### src/rtl/rsd_pkg.sv
// Shared opcode constants, result encodings and select-bit indices for the
// RSD store-offset decoder.
package rsd_pkg;

    localparam logic [7:0] OP_ISTORE   = 8'h36;
    localparam logic [7:0] OP_ASTORE   = 8'h3a;
    localparam logic [7:0] OP_ISTORE_0 = 8'h3b;
    localparam logic [7:0] OP_ASTORE_3 = 8'h4e;
    localparam logic [7:0] OP_IINC     = 8'h84;
    localparam logic [7:0] OP_WIDE     = 8'hc4;

    localparam int SEL_0    = 0;
    localparam int SEL_NEXT = 4;
    localparam int SEL_WIDE = 5;

    typedef enum logic [2:0] {
        RSD_NONE   = 3'd0,
        RSD_ISTORE = 3'd1,
        RSD_LSTORE = 3'd2,
        RSD_FSTORE = 3'd3,
        RSD_DSTORE = 3'd4,
        RSD_ASTORE = 3'd5,
        RSD_IINC   = 3'd6
    } rsd_type_e;

    typedef enum logic [0:0] {
        ST_IDLE      = 1'b0,
        ST_WIDE_PEND = 1'b1
    } rsd_state_e;

    // Indexed store opcodes 0x36..0x3a.
    function automatic logic is_store(input logic [7:0] op);
        return (op >= OP_ISTORE) && (op <= OP_ASTORE);
    endfunction

    function automatic rsd_type_e store_type(input logic [7:0] op);
        return rsd_type_e'(3'(op - OP_ISTORE + 8'd1));
    endfunction

endpackage

### src/rtl/rsd_classify.sv
// Combinational single-window classifier: decides select, offset, length and
// type for the current window, and whether enough bytes are valid to consume it.
module rsd_classify
    import rsd_pkg::*;
#(
    parameter int NBYTES       = 4,
    parameter int OFFW         = 16,
    parameter int SUPPORT_WIDE = 1
) (
    input  logic [8*NBYTES-1:0] opcode_win,
    input  logic [NBYTES-1:0]   valid_win,
    input  logic                wide_pend,
    output logic [5:0]          sel,
    output logic [OFFW-1:0]     offset,
    output logic [2:0]          len,
    output rsd_type_e           rtype,
    output logic                dbl,
    output logic                wide,
    output logic                enough,
    output logic                is_prefix
);

    logic [31:0] win_s;
    logic [5:0]  v_s;
    logic [7:0]  b0_s, b1_s, b2_s, b3_s;
    logic [7:0]  idx_s;

    // Bytes beyond NBYTES read as zero with their valid bits clear.
    assign win_s = 32'(opcode_win);
    assign v_s   = 6'(valid_win);
    assign b0_s  = win_s[7:0];
    assign b1_s  = win_s[15:8];
    assign b2_s  = win_s[23:16];
    assign b3_s  = win_s[31:24];
    assign idx_s = b0_s - OP_ISTORE_0;
    assign dbl   = (rtype == RSD_LSTORE) || (rtype == RSD_DSTORE);

    // Per-rule decode of the window, selected by whether a wide prefix is pending.
    always_comb begin
        sel        = 6'd0;
        sel[SEL_0] = 1'b1;
        offset     = '0;
        len        = 3'd0;
        rtype      = RSD_NONE;
        wide       = 1'b0;
        enough     = 1'b0;
        is_prefix  = 1'b0;
        if (!wide_pend) begin
            if ((b0_s >= OP_ISTORE_0) && (b0_s <= OP_ASTORE_3)) begin
                // xstore_<n>: five families of four, n in the low two index bits
                enough = v_s[0];
                len    = 3'd1;
                rtype  = rsd_type_e'(3'(idx_s[4:2]) + 3'd1);
                sel    = 6'd1 << idx_s[1:0];
                offset = OFFW'(idx_s[1:0]);
            end else if (is_store(b0_s)) begin
                enough         = &v_s[1:0];
                len            = 3'd2;
                rtype          = store_type(b0_s);
                sel            = 6'd0;
                sel[SEL_NEXT]  = 1'b1;
                offset         = OFFW'(b1_s);
            end else if (b0_s == OP_IINC) begin
                enough         = &v_s[2:0];
                len            = 3'd3;
                rtype          = RSD_IINC;
                sel            = 6'd0;
                sel[SEL_NEXT]  = 1'b1;
                offset         = OFFW'(b1_s);
            end else if ((b0_s == OP_WIDE) && (SUPPORT_WIDE != 0)) begin
                if ((&v_s[3:0]) && is_store(b1_s)) begin
                    enough        = 1'b1;
                    len           = 3'd4;
                    rtype         = store_type(b1_s);
                    sel           = 6'd0;
                    sel[SEL_WIDE] = 1'b1;
                    offset        = OFFW'({b2_s, b3_s});
                    wide          = 1'b1;
                end else if ((&v_s[5:0]) && (b1_s == OP_IINC)) begin
                    enough        = 1'b1;
                    len           = 3'd6;
                    rtype         = RSD_IINC;
                    sel           = 6'd0;
                    sel[SEL_WIDE] = 1'b1;
                    offset        = OFFW'({b2_s, b3_s});
                    wide          = 1'b1;
                end else begin
                    // lone prefix: consume it and decode the opcode next window
                    enough    = v_s[0];
                    len       = 3'd1;
                    is_prefix = 1'b1;
                end
            end else begin
                enough = v_s[0];
            end
        end else begin
            wide = 1'b1;
            if (is_store(b0_s) || (b0_s == OP_IINC)) begin
                enough        = &v_s[2:0];
                len           = (b0_s == OP_IINC) ? 3'd5 : 3'd3;
                rtype         = (b0_s == OP_IINC) ? RSD_IINC : store_type(b0_s);
                sel           = 6'd0;
                sel[SEL_WIDE] = 1'b1;
                offset        = OFFW'({b1_s, b2_s});
            end else begin
                enough = v_s[0];
            end
        end
    end

endmodule

### src/rtl/rsd_dec_pipe.sv
// Registered RSD store-offset decoder: wide-prefix state machine, valid/ready
// handshake and the output register around rsd_classify.
module rsd_dec_pipe
    import rsd_pkg::*;
#(
    parameter int NBYTES       = 4,
    parameter int OFFW         = 16,
    parameter int SUPPORT_WIDE = 1
) (
    input  logic                clk,
    input  logic                reset_l,
    input  logic                flush,
    input  logic [8*NBYTES-1:0] opcode_win,
    input  logic [NBYTES-1:0]   valid_win,
    input  logic                dec_req,
    output logic                dec_ack,
    output logic [2:0]          dec_len,
    output logic                rsd_vld,
    input  logic                rsd_rdy,
    output logic [5:0]          offset_sel_rsd,
    output logic [OFFW-1:0]     rsd_offset,
    output logic [2:0]          rsd_type,
    output logic                rsd_dbl,
    output logic                rsd_wide
);

    rsd_state_e      state_r, state_nxt_s;
    logic [5:0]      sel_s, sel_r;
    logic [OFFW-1:0] offset_s, offset_r;
    logic [2:0]      len_s;
    rsd_type_e       type_s, type_r;
    logic            dbl_s, dbl_r, wide_s, wide_r, vld_r;
    logic            enough_s, is_prefix_s, space_s, ack_s, load_s;

    rsd_classify #(
        .NBYTES       (NBYTES),
        .OFFW         (OFFW),
        .SUPPORT_WIDE (SUPPORT_WIDE)
    ) u_classify (
        .opcode_win (opcode_win),
        .valid_win  (valid_win),
        .wide_pend  (state_r == ST_WIDE_PEND),
        .sel        (sel_s),
        .offset     (offset_s),
        .len        (len_s),
        .rtype      (type_s),
        .dbl        (dbl_s),
        .wide       (wide_s),
        .enough     (enough_s),
        .is_prefix  (is_prefix_s)
    );

    assign space_s = !vld_r || rsd_rdy;
    assign ack_s   = reset_l && dec_req && !flush && space_s && enough_s;
    assign load_s  = ack_s && !is_prefix_s;

    assign dec_ack        = ack_s;
    assign dec_len        = len_s;
    assign rsd_vld        = vld_r;
    assign offset_sel_rsd = sel_r;
    assign rsd_offset     = offset_r;
    assign rsd_type       = type_r;
    assign rsd_dbl        = dbl_r;
    assign rsd_wide       = wide_r;

    // Prefix state register.
    always_ff @(posedge clk) begin
        if (!reset_l) begin
            state_r <= ST_IDLE;
        end else begin
            state_r <= state_nxt_s;
        end
    end

    // Next state: enter WIDE_PEND on a consumed lone prefix, leave on any consumed window.
    always_comb begin
        state_nxt_s = state_r;
        if (flush) begin
            state_nxt_s = ST_IDLE;
        end else if (ack_s) begin
            case (state_r)
                ST_IDLE:      state_nxt_s = is_prefix_s ? ST_WIDE_PEND : ST_IDLE;
                ST_WIDE_PEND: state_nxt_s = ST_IDLE;
                default:      state_nxt_s = ST_IDLE;
            endcase
        end else begin
            state_nxt_s = state_r;
        end
    end

    // Output register; data fields only change on a load so they hold under backpressure.
    always_ff @(posedge clk) begin
        if (!reset_l) begin
            vld_r    <= 1'b0;
            sel_r    <= 6'b000001;
            offset_r <= '0;
            type_r   <= RSD_NONE;
            dbl_r    <= 1'b0;
            wide_r   <= 1'b0;
        end else begin
            if (flush) begin
                vld_r <= 1'b0;
            end else if (load_s) begin
                vld_r <= 1'b1;
            end else if (rsd_rdy) begin
                vld_r <= 1'b0;
            end
            if (load_s) begin
                sel_r    <= sel_s;
                offset_r <= offset_s;
                type_r   <= type_s;
                dbl_r    <= dbl_s;
                wide_r   <= wide_s;
            end
        end
    end

endmodule

### config.mk
export PLATFORM = sky130hd
export DESIGN_NAME = rsd_dec_pipe
export DESIGN_NICKNAME = d
export VERILOG_FILES = /design/src/rtl/rsd_pkg.sv /design/src/rtl/rsd_classify.sv /design/src/rtl/rsd_dec_pipe.sv
export SDC_FILE = /design/constraint.sdc
export NUM_CORES = 1
export LEC_CHECK = 0
export BUFFER_PORTS_ARGS = -buffer_cell sky130_fd_sc_hd__buf_4
export CAP_MARGIN = 20
export CORE_ASPECT_RATIO = 0.7
export CORE_UTILIZATION = 30
export CTS_BUF_LIST = sky130_fd_sc_hd__clkbuf_4 sky130_fd_sc_hd__clkbuf_8
export DETAILED_ROUTE_END_ITERATION = 7
export PLACE_DENSITY = 0.64
export SYNTH_ARGS = -nofsm -noshare
export SYNTH_HDL_FRONTEND = slang
export SYNTH_HIERARCHICAL = 1
export SYNTH_SLANG_ARGS = --single-unit
### constraint.sdc
create_clock -name clk -period 2.6 [get_ports clk]
set_input_delay 0.65 -clock clk [delete_from_list [all_inputs] [get_ports clk]]
set_output_delay 0.65 -clock clk [all_outputs]
set_load 0.05 [all_outputs]
==> results.py <==
metrics = {
    "power_and_ir_drop": {
        "irDropWorstVdd_mv": 0.2042,
        "power.leakage_nw": 1.456,
        "fin_total_pwr_mw": 1.112,
        "power_density_mw_per_mm2": 327.4,
    },
    "yosys": {
        "synth-seq-cells": 29,
        "synthesis.nets": 311,
        "yosysWarningCount": 6,
        "synthesis.area_per_instance_um2": 7.799,
        "synth-main-ff-cell": "dfxtp_1",
        "synth_cell_types": 51,
        "syn_area_mm2": 0.002043,
        "syn_inst": 262,
        "synthArstFlopShare": 0,
        "yosysSeqAreaShare": 0.2841,
        "number_of_synthesized_flops_with_an_enable_pin": 0,
        "netlist.top_cell.by_area": "dfxtp_1",
        "synth_top_cell_area_share": 0.2841,
        "synth.area.top_cells": "dfxtp_1 (28%), nand2_1 (9.7%), o21ai_0 (7.1%)",
    },
    "clock_tree": {
        "clock_sinks": 29,
        "cts_root_buffer": "clkbuf_8",
        "htree_num_levels": 2,
        "tritoncts": "built",
        "cts_buffers": 5,
        "post_cts_hold_buffer_count": 0,
        "clk-insertion-delay-late_ns": 0.28,
        "clkTransAtPathRegs_ns": 0.07,
        "maximum_clock_insertion_buffer_count": 2,
    },
    "sta": {
        "maxSlewViolCount": 0,
        "finalWorstSetupSlack_ns": -0.1936,
        "maximum_frequency_from_static_timing_analysis_mhz": 358.0,
        "timing.clock.skew_ns": 0.005974,
        "grt_setup_unrepaired": "yes",
        "hold_viol": 0,
        "post-route-min-period_ns": 2.794,
        "worst_slew_margin_rel": 0.3994,
        "tightestPinTransition_ns": 0.9009,
        "share_of_the_clock_period_used_by_the_worst_path_after_layout": 1.074,
        "setup_tns_final_ns": -2.292,
        "finalSetupViolCount": 31,
    },
    "worst_setup_path": {
        "slowest_delay_ns": 0.44,
        "worst-setup-path-type": "input port to output port",
        "worst_r2r_path_depth": 9,
        "critical_path_source": "opcode_win[1]",
        "timing.critical_path.buf_inv": 3,
        "end_kind": "output port",
        "critPathMaxFanout": 3,
        "crit_path_start_kind": "input port",
        "worst_path_most_repeated_cell": "nand4b_4",
        "worst-endpoint-arrival_ns": 2.14,
        "path_delay_family": "simple AND/OR/NAND/NOR gates",
        "critical_path_cell_count": 11,
        "cp_slowest_cell": "or4_4",
        "worst_r2r_startpoint": "state_r",
        "timing.reg2reg.setup_slack_ns": 0.58,
        "crit_required_ns": 1.95,
        "timing.critical_path.cells": "buf_12, inv_16, ha_4, nand4b_4, or4_4, o21ai_2, nand2_1, o21a_1, nand4b_4, nor2_4, buf_6",
    },
    "route": {
        "dr.first_iter.drc_count": 281,
        "drc": 0,
        "via_count_normalized_by_instance_count": 5.202,
        "route.detailed.wl_per_inst_um": 15.80,
        "routed_wl_um": 7365,
        "dr_total_vias": 2424,
        "first_pass_iters": 5,
        "route.antenna.remaining_nets": 0,
    },
    "status": {
        "failed_checks": "setup timing",
        "outcome": "finished, violations left",
    },
    "cells_and_area": {
        "num-nets-final": 423,
        "num-fill-cells": 620,
        "drive_above_1_share": 0.4240,
        "n_antenna_cell": 0,
        "end_of_flow_core_utilization": 0.5309,
        "area.growth.synth_to_final_pct": 66.20,
        "final_cell_area_mm2": 0.003396,
        "finish.cell_count_without_fillers": 466,
    },
    "placed_design": {
        "gp_routability_congestion": 0.8395,
        "place.port_buffers": 72,
        "detailed_place.area_mm2": 0.003053,
        "detailed_placement_wirelength_estimate_um": 5388,
        "placed_instance_count": 447,
    },
    "die": {
        "die_width_um": 100.6,
        "die-area_mm2": 0.007150,
        "ios": 73,
        "coreArea_mm2": 0.006396,
        "initial_core_util": 0.3194,
        "floorplan.die.height_um": 71.05,
        "std_cell_rows": 24,
    },
    "global_route": {
        "grt_start_max_net_pins": 34,
        "globalRouteOverflowTotal": 0,
        "grt_pass1_vias": 2336,
        "grt_util_all_layers": 0.2110,
        "antenna_violations_before_repair": 0,
        "grt_first_pass_wirelength_um": 11840,
    },
    "flow_run": {
        "drv_cap": 0,
    },
    "hold_path": {
        "hold_path_depth": 2,
        "worstHoldPathType": "register to register",
        "hold_start": "rsd_offset[13]",
    },
}
path summary, 6_finish.rpt:
kind,to
setup / recovery,dec_ack
hold / removal,rsd_offset[13]
setup reg to reg,offset_sel_rsd[0]
hold reg to reg,rsd_offset[13]
layer usage:
layer / vias up / share of wire / GRT usage
met3: 8 / 0.094 / 0.04348
li1: 1193 / - / -
met5: - / 0 / 0
met4: 0 / 0.0096 / 0.04992
met1: 1110 / 0.44 / 0.2991
met2: 113 / 0.45 / 0.3280
area by class of cell:
class                           instances  area [um2]  share of cell area
Timing Repair Buffer                  122        1070              0.3150
Sequential cell                        29       580.6              0.1710
Clock buffer                            7       96.34             0.02837
Multi-Input combinational cell        207        1473              0.4337
Clock inverter                          1       5.005            0.001474
Inverter                                9       57.56             0.01695
Tap cell                               91       113.9             0.03353
cells in the final DEF, fill, tap and decap left out, types with 3 or more instances in the layout:
cell type  instances
nor3_1             7
nand4_1           23
a221oi_1           3
a22oi_1            4
inv_1              7
o21ai_1            9
buf_12             5
buf_8              4
and2_1             3
a21oi_1            3
o21a_1             3
o21ai_0           18
a21oi_4            4
xnor2_1            4
nor2_1             8
mux2i_1            4
buf_6              7
clkbuf_8           7
nand2_1           52
ha_1               6
dfxtp_1           29
a22o_1             8
buf_4            104
registers in the layout, summed over array words and instances (netlist names):
register        cells
rsd_type            3
offset_sel_rsd      6
state_r             1
rsd_wide            1
rsd_offset         16
rsd_dbl             1
rsd_vld             1
worst min-delay path, stage by stage (launching register included):
cell,delay (ns)
dfxtp_1,0.31
nand2_1,0.05
o21ai_1,0.05
logic make-up after synthesis:
group | Yosys count | share of synthesized area
fa+ha+maj | 8 | 0.04899
mux | 6 | 0.03184
flops | 29 | 0.2841
simple gates | 118 | 0.3209
xor+xnor | 5 | 0.02143
compound gates | 70 | 0.2315
buf+inv | 26 | 0.06123
metrics by stage:
stage / hold slack, ns / setup WS [ns]
global placement: 0.4491 / -0.3512
floorplan: 0.4425 / -0.09783
global route: 0.4750 / -0.2834
finish: 0.4548 / -0.1936
detailed placement: 0.4488 / -0.3953
CTS: 0.4653 / -0.1958
cell usage after synthesis, drive strengths merged, types with 2 or more instances:
master,n
a21oi,8
a221oi,3
a222oi,2
a22o,8
a22oi,5
and2,3
buf,9
clkbuf,8
dfxtp,29
ha,8
inv,9
mux2i,5
nand2,53
nand2b,2
nand3,3
nand4,23
nand4b,4
nor2,10
nor2b,2
nor3,8
nor4b,2
o211ai,2
o21a,4
o21ai,29
o22ai,3
xnor2,4
where the power goes:
part           total, mW  internal [mW]  switching, mW
Combinational      0.250          0.130          0.120
Sequential         0.447          0.446       0.000941
Clock              0.415          0.239          0.176
what timing repair did:
action | in CTS | in global routing
gates resized for setup | 16 | 17
cloned | 0 | 3
buffers inserted | 4 | 5
pin swaps | 10 | 7
setup endpoints to repair | 5 | 31
Power figures use the tool's default switching activity.
